**config.mk**
```make
export PLATFORM = sky130hd
export DESIGN_NAME = ula_result_sel
export DESIGN_NICKNAME = d
export VERILOG_FILES = /design/src/rtl/ula_result_sel.sv
export SDC_FILE = /design/constraint.sdc
export NUM_CORES = 1
export LEC_CHECK = 0
export BUFFER_PORTS_ARGS = -buffer_cell sky130_fd_sc_hd__buf_2
export CAP_MARGIN = 20
export CORE_MARGIN = 10
export CORE_UTILIZATION = 30
export CTS_CLUSTER_DIAMETER = 40
export CTS_CLUSTER_SIZE = 25
export DETAILED_ROUTE_END_ITERATION = 8
export MAX_ROUTING_LAYER = met4
export PLACE_DENSITY = 0.59
export REMOVE_ABC_BUFFERS = 1
export SYNTH_ARGS = -nofsm -noshare
export SYNTH_HDL_FRONTEND = slang
export SYNTH_SLANG_ARGS = --single-unit
```
**constraint.sdc**
```tcl
create_clock -name clk -period 1.9 [get_ports clk]
set_input_delay 0.19 -clock clk [delete_from_list [all_inputs] [get_ports clk]]
set_output_delay 0.19 -clock clk [all_outputs]
set_load 0.05 [all_outputs]
```
**src/rtl/ula_result_sel.sv**
```systemverilog
// Registered ULA result selector: picks one unit's result by opcode, waits for its
// done strobe (with timeout), and holds the result under a valid/ready handshake.
module ula_result_sel #(
    parameter  int WIDTH   = 8,
    parameter  int NUM_OPS = 8,
    parameter  int TIMEOUT = 15,
    localparam int SEL_W   = $clog2(NUM_OPS)
) (
    input  logic                     clk,
    input  logic                     rst_n,
    input  logic [NUM_OPS*WIDTH-1:0] op_data,
    input  logic [NUM_OPS-1:0]       op_done,
    input  logic [SEL_W-1:0]         sel,
    input  logic                     start,
    input  logic                     out_ready,
    output logic [WIDTH-1:0]         result,
    output logic                     out_valid,
    output logic                     busy,
    output logic                     err,
    output logic                     zero
);

    localparam logic [7:0] TMAX = 8'(TIMEOUT - 1);

    typedef enum logic [1:0] {
        IDLE = 2'd0,
        WAIT = 2'd1,
        HOLD = 2'd2
    } state_t;

    state_t             state, state_d;
    logic [SEL_W-1:0]   sel_q, sel_d;
    logic [7:0]         timer, timer_d;
    logic [WIDTH-1:0]   result_d;
    logic               err_d, zero_d;
    logic [WIDTH-1:0]   slice;

    always_comb begin
        slice = '0;
        for (int unsigned i = 0; i < NUM_OPS; i++) begin
            if (sel_q == SEL_W'(i)) slice = op_data[i*WIDTH +: WIDTH];
        end
    end

    always_comb begin
        state_d  = state;
        sel_d    = sel_q;
        timer_d  = timer;
        result_d = result;
        err_d    = err;
        zero_d   = zero;

        // A HOLD that completes with start high launches exactly like IDLE.
        if ((state == IDLE && start) || (state == HOLD && out_ready && start)) begin
            if (sel != '0) begin
                sel_d   = sel;
                timer_d = '0;
                state_d = WAIT;
            end else begin
                result_d = '0;
                err_d    = 1'b1;
                zero_d   = 1'b1;
                state_d  = HOLD;
            end
        end else begin
            case (state)
                IDLE: state_d = IDLE;
                WAIT: begin
                    if (op_done[sel_q]) begin
                        result_d = slice;
                        err_d    = 1'b0;
                        zero_d   = (slice == '0);
                        state_d  = HOLD;
                    end else if (timer == TMAX) begin
                        result_d = '0;
                        err_d    = 1'b1;
                        zero_d   = 1'b1;
                        state_d  = HOLD;
                    end else begin
                        timer_d = timer + 8'd1;
                    end
                end
                HOLD: if (out_ready) state_d = IDLE;
                default: state_d = IDLE;
            endcase
        end
    end

    always_ff @(posedge clk or negedge rst_n) begin
        if (!rst_n) begin
            state  <= IDLE;
            sel_q  <= '0;
            timer  <= '0;
            result <= '0;
            err    <= 1'b0;
            zero   <= 1'b0;
        end else begin
            state  <= state_d;
            sel_q  <= sel_d;
            timer  <= timer_d;
            result <= result_d;
            err    <= err_d;
            zero   <= zero_d;
        end
    end

    assign out_valid = (state == HOLD);
    assign busy      = (state != IDLE);

endmodule

```
# == Word level (Yosys, flattened, before mapping) ==
# Cells that the tools add are included.
# word_totals
register_bits,23
mem_bits_rw,0
word_cells,73
mem_count,0
latchBits,0
mem_bits_ro,0
# classes
bitwise,0
shift,0
n_lt_le_gt_ge,1
n_eq_ne,16
div_mod_pow,0
add_sub_neg,1
n_reduce_logical,15
n_mux,34
n_mul,0
# ops
operator,n
$mux W8,18
$eq A3 B3 Y1 const B,4
$mux W2,5
$mux W1,9
$add A8 B1 Y8 const B,1
$eq A8 B4 Y1 const B,1
$logic_not A8 Y1,1
$eq A3 B2 Y1 const B,2
$ne A2 B2 Y1 const B,3
$reduce_bool A3 Y1,2
$lt A3 B4 Y1 const B,1
$ne A4 B4 Y1 const B,1
$pmux W2 S2,1
$reduce_and A2 Y1,2
$reduce_and A4 Y1,1
$reduce_bool A2 Y1,2
$bmux W1 S3,1
$eq A3 B1 Y1 const B,1
$logic_and A1 B1 Y1,3
$logic_not A3 Y1,1
$ne A3 B2 Y1 const B,1
$reduce_and A3 Y1,1
$eq A2 B1 Y1 const B,1
$eq A2 B2 Y1 const B,1
3 further kinds,3

# == Longest topological paths before layout ==
# depth
word_depth,13
mapped_depth,9
ltp_nobuf,7

# == Worst setup path before layout ==
# OpenSTA, ideal clock, no wires.
# synth_path
path_type,reg-to-reg
startpoint,register sel_q[1]
endpoint,register zero
synth_period_minus_slack_ns,1.995
t_required_ns,1.806
stages_incl_launch_ff,7
path_slack_ns,-0.095
path_buffers,1
arrival_time_ns,1.901
setup_time_ns,0.094
path_cell_list,dfrtp_1 -> buf_6 -> mux4_1 -> mux2i_1 -> nand3_1 -> or4_1 -> a221oi_2
# synth_between
elab_chain_cells,13
# synth_lines
item,line_no,rtl
from (decl),32,"logic [SEL_W-1:0] sel_q, sel_d;"
from (signal assigned),99,sel_q <= sel_d;
$logic_not A3 Y1,41,if (sel_q == SEL_W'(i)) slice = op_data[i*WIDTH +: WIDTH];
$mux W8 (8 in series),41,
$logic_not A8 Y1,72,zero_d = (slice == '0);
$mux W1,69,if (op_done[sel_q]) begin
$mux W1,66,case (state)
$mux W1,54,if ((state == IDLE && start) || (state == HOLD && out_ready && start)) begin
to (signal assigned),103,zero <= zero_d;
to (decl),20,output logic zero
# Parallel ways exist; a longest one is shown, timed or not. The select of a mux whose other input is x is not followed.
# A chain may end at the register's enable or synchronous reset.

# == Worst setup path in the final report ==
# Ends and elaborated chain as after synthesis.

==> flow_summary_export.csv <==
group,metric,value,unit
run_status,status,"complete, but fails checks",
run_status,violations,"setup timing",
global_routing,grtUsageMet1,16.22,%
worst_setup_path,critical_path.max_fanout,5,
layout,diodes,0,
timing,worst_pin_slew,527.1,ps
timing,slew_headroom,64.86,%
worst_setup_path,cp-start-kind,"flop",
power_and_ir_drop,leakage,0.001356,uW
timing,rsz0062_at_grt,"true",
layout,nFillCells,539,
die,core-area,5574,sq um
die,dieArea,9290,sq um
worst_hold_path,min_path_type,"in -> reg",
worst_setup_path,worstSetupEndpointType,"flop",
placed_design,port_buffers,90,
worst_setup_path,crit_arrival,2330,ps
layout,area_delta_synth_final,59.04,%
layout,fin_area,2784,sq um
die,initial_core_util,31.40,%
clock_network,numCtsBuffers,3,
die,fp.dieW,96.39,microns
placed_design,place_area,2417,sq um
global_routing,antenna_found_initial,0,
placed_design,dp_hpwl,4697,microns
drt,drtIter0Drc,78,
synth,ys_warn_count,0,
global_routing,grt_pass1_wl,9873,microns
clock_network,cts_tree,"yes",
synth,syn_area,1750,sq um
drt,ant_nets,0,
power_and_ir_drop,peakVddDrop,635.6,uV
global_routing,grt_max_degree,24,
layout,drive_gt1_share,53.95,%
worst_setup_path,r2r_setup_slack,-240,ps
clock_network,path_clk_slew,90,ps
die,row_count,27,
synth,syn_avg_cell_area,9.565,sq um
global_routing,grt-ovfl-total,0,
synth,ys.flop_type,"dfrtp_1",
layout,post-route-util,49.94,%
worst_setup_path,path_class,"reg -> reg",
timing,fmax,0.4677,GHz
die,floorplan.io_pins,91,
placed_design,place.gp.congestion,0.8015,
drt,route.detailed.drc,0,
synth,syn_inst,183,
synth,ys_seq_area_share,32.88,%
clock_network,clockBufferDepth,2,
synth,synth.distinct_cells,37,
synth,synthArstFlopShare,100.0,%
timing,slew_viol_final,0,
timing,finalCriticalPeriod,2138,ps
drt,drt_first_pass_iters,4,
clock_network,numClockSinks,23,
clock_network,clk_latency,270,ps
job,max_cap_violations,0,
layout,final_nets,386,
global_routing,grt_pass1_vias,2154,
die,die_h,96.39,microns
global_routing,met2_usage,23.32,%
power_and_ir_drop,powerDensity,1578,nW/um^2
drt,avgRoutedWirePerCell,16.70,microns
clock_network,cts_htree_levels,1,
layout,layout_common_cells,"buf_2, dfrtp_1, mux2i_1, buf_4",
timing,finalClockSkew,6.936,ps
timing,post-route-period-util,112.5,%
clock_network,clockRootBuffer,"clkbuf_8",
synth,ys_ff_latch,23,
global_routing,track_usage,13.68,%
drt,vias_per_cell,5.051,
timing,finalWorstSetupSlack,-238.1,ps
timing,finalSetupViolations,13,
layout,final_common_cell,"buf_2",
drt,vias,1899,
synth,synth_edf_count,0,
global_routing,met3_usage,2.853,%
drt,drt-total-wl,6280,microns
global_routing,grt-busiest-layer,"met2",
timing,hold_violations,0,
worst_setup_path,crit_required,2090,ps
worst paths after layout:
path | start | to | cells after the start
min in group asynchronous | rst_n | state[0]$_DFFE_PN0P_ | 2
max in group asynchronous | rst_n | sel_q[1]$_DFFE_PN0P_ | 2
min reg2reg | result[1]$_DFFE_PN0P_ | result[1]$_DFFE_PN0P_ | 2
min | out_ready | state[1]$_DFFE_PN0P_ | 2
max | sel_q[1]$_DFFE_PN0P_ | zero$_DFFE_PN0P_ | 6
max reg2reg | sel_q[1]$_DFFE_PN0P_ | zero$_DFFE_PN0P_ | 6
power by group:
| group | switching, uW | internal (uW) |
|---|---|---|
| registers | 130 | 656 |
| clock network | 174 | 149 |
| logic | 1630 | 1650 |
| total | 1940 | 2450 |
registers in the layout, summed over array words and instances (netlist names):
name	flops
sel_q	3
zero	1
timer	8
result	8
err	1
state	2
synthesized netlist by cell type, drive strengths merged, types with 2 or more instances:
cell	count	share of area (%)
a221oi	2	1.4
a21oi	10	2.9
mux2i	23	13
ha	2	1.4
nand3b	2	0.86
dfrtp	23	33
a22oi	4	1.7
and3	2	0.71
a21o	2	0.86
inv	5	1.1
or4	2	0.86
buf	10	3.5
clkbuf	2	0.43
nand2b	9	3.2
nand2	15	3.2
a22o	5	2.5
nor2	4	0.86
o21ai	21	6.0
o211ai	4	1.7
or3	4	1.4
nor3	2	0.57
mux4	8	11
nor2b	3	1.1
nand3	11	3.1
metrics by stage:
stage	hold WS, ps	setup WS [ps]	power (uW)	TNS [ps]	std cells
6_report	99.90	-238.1	4393	-1850	376
5_1_grt	93.05	-356.5	4709	-3262	376
4_1_cts	106.7	-264.4	4267	-1482	374
3_5_place_dp	205.6	-279.2	3298	-2048	354
3_3_place_gp	196.2	-204.1	3260	-1485	354
2_1_floorplan	-105.6	-989.5	2366	-13660	171
cell families after synthesis:
group	count (synthesis)	synth area share, %
flip-flops	23	32.88
multiplexers	31	24.30
buffers and inverters	17	5.003
AO/OA/AOI/OAI	50	17.94
adder cells (fa/ha/maj)	2	1.429
AND/OR/NAND/NOR	60	18.44
routing by layer:
layer,vias up,routed length (microns)
met1,879,2599
li1,936,-
met2,78,3306
met5,-,0
met4,0,81
met3,6,293
area by class of cell:
class	instances	area, sq um	share of cell area, %
Clock buffer	3	41.29	1.483
Sequential cell	23	576.8	20.72
Tap cell	72	90.09	3.236
Clock inverter	1	7.507	0.2697
Inverter	5	18.77	0.6742
Multi-Input combinational cell	144	1175	42.20
Timing Repair Buffer	128	874.6	31.42
timing repair:
item | 4_1_cts | 5_1_grt
resized for setup | 33 | 14
gates cloned | 2 | 0
setup endpoints to repair | 20 | 20
buffers inserted | 14 | 2
hold buffers | 1 | 0
pin swaps | 18 | 10
hold endpoints to repair | 23 | 0
critical path, cell delays in order (launching register included):
cell and delay, ps:
dfrtp_2 450, buf_12 140, mux4_2 520, mux2i_2 210, nand3_1 90, or4_4 420
a221oi_2 220
No activity file was read; power rests on OpenSTA's default activity.
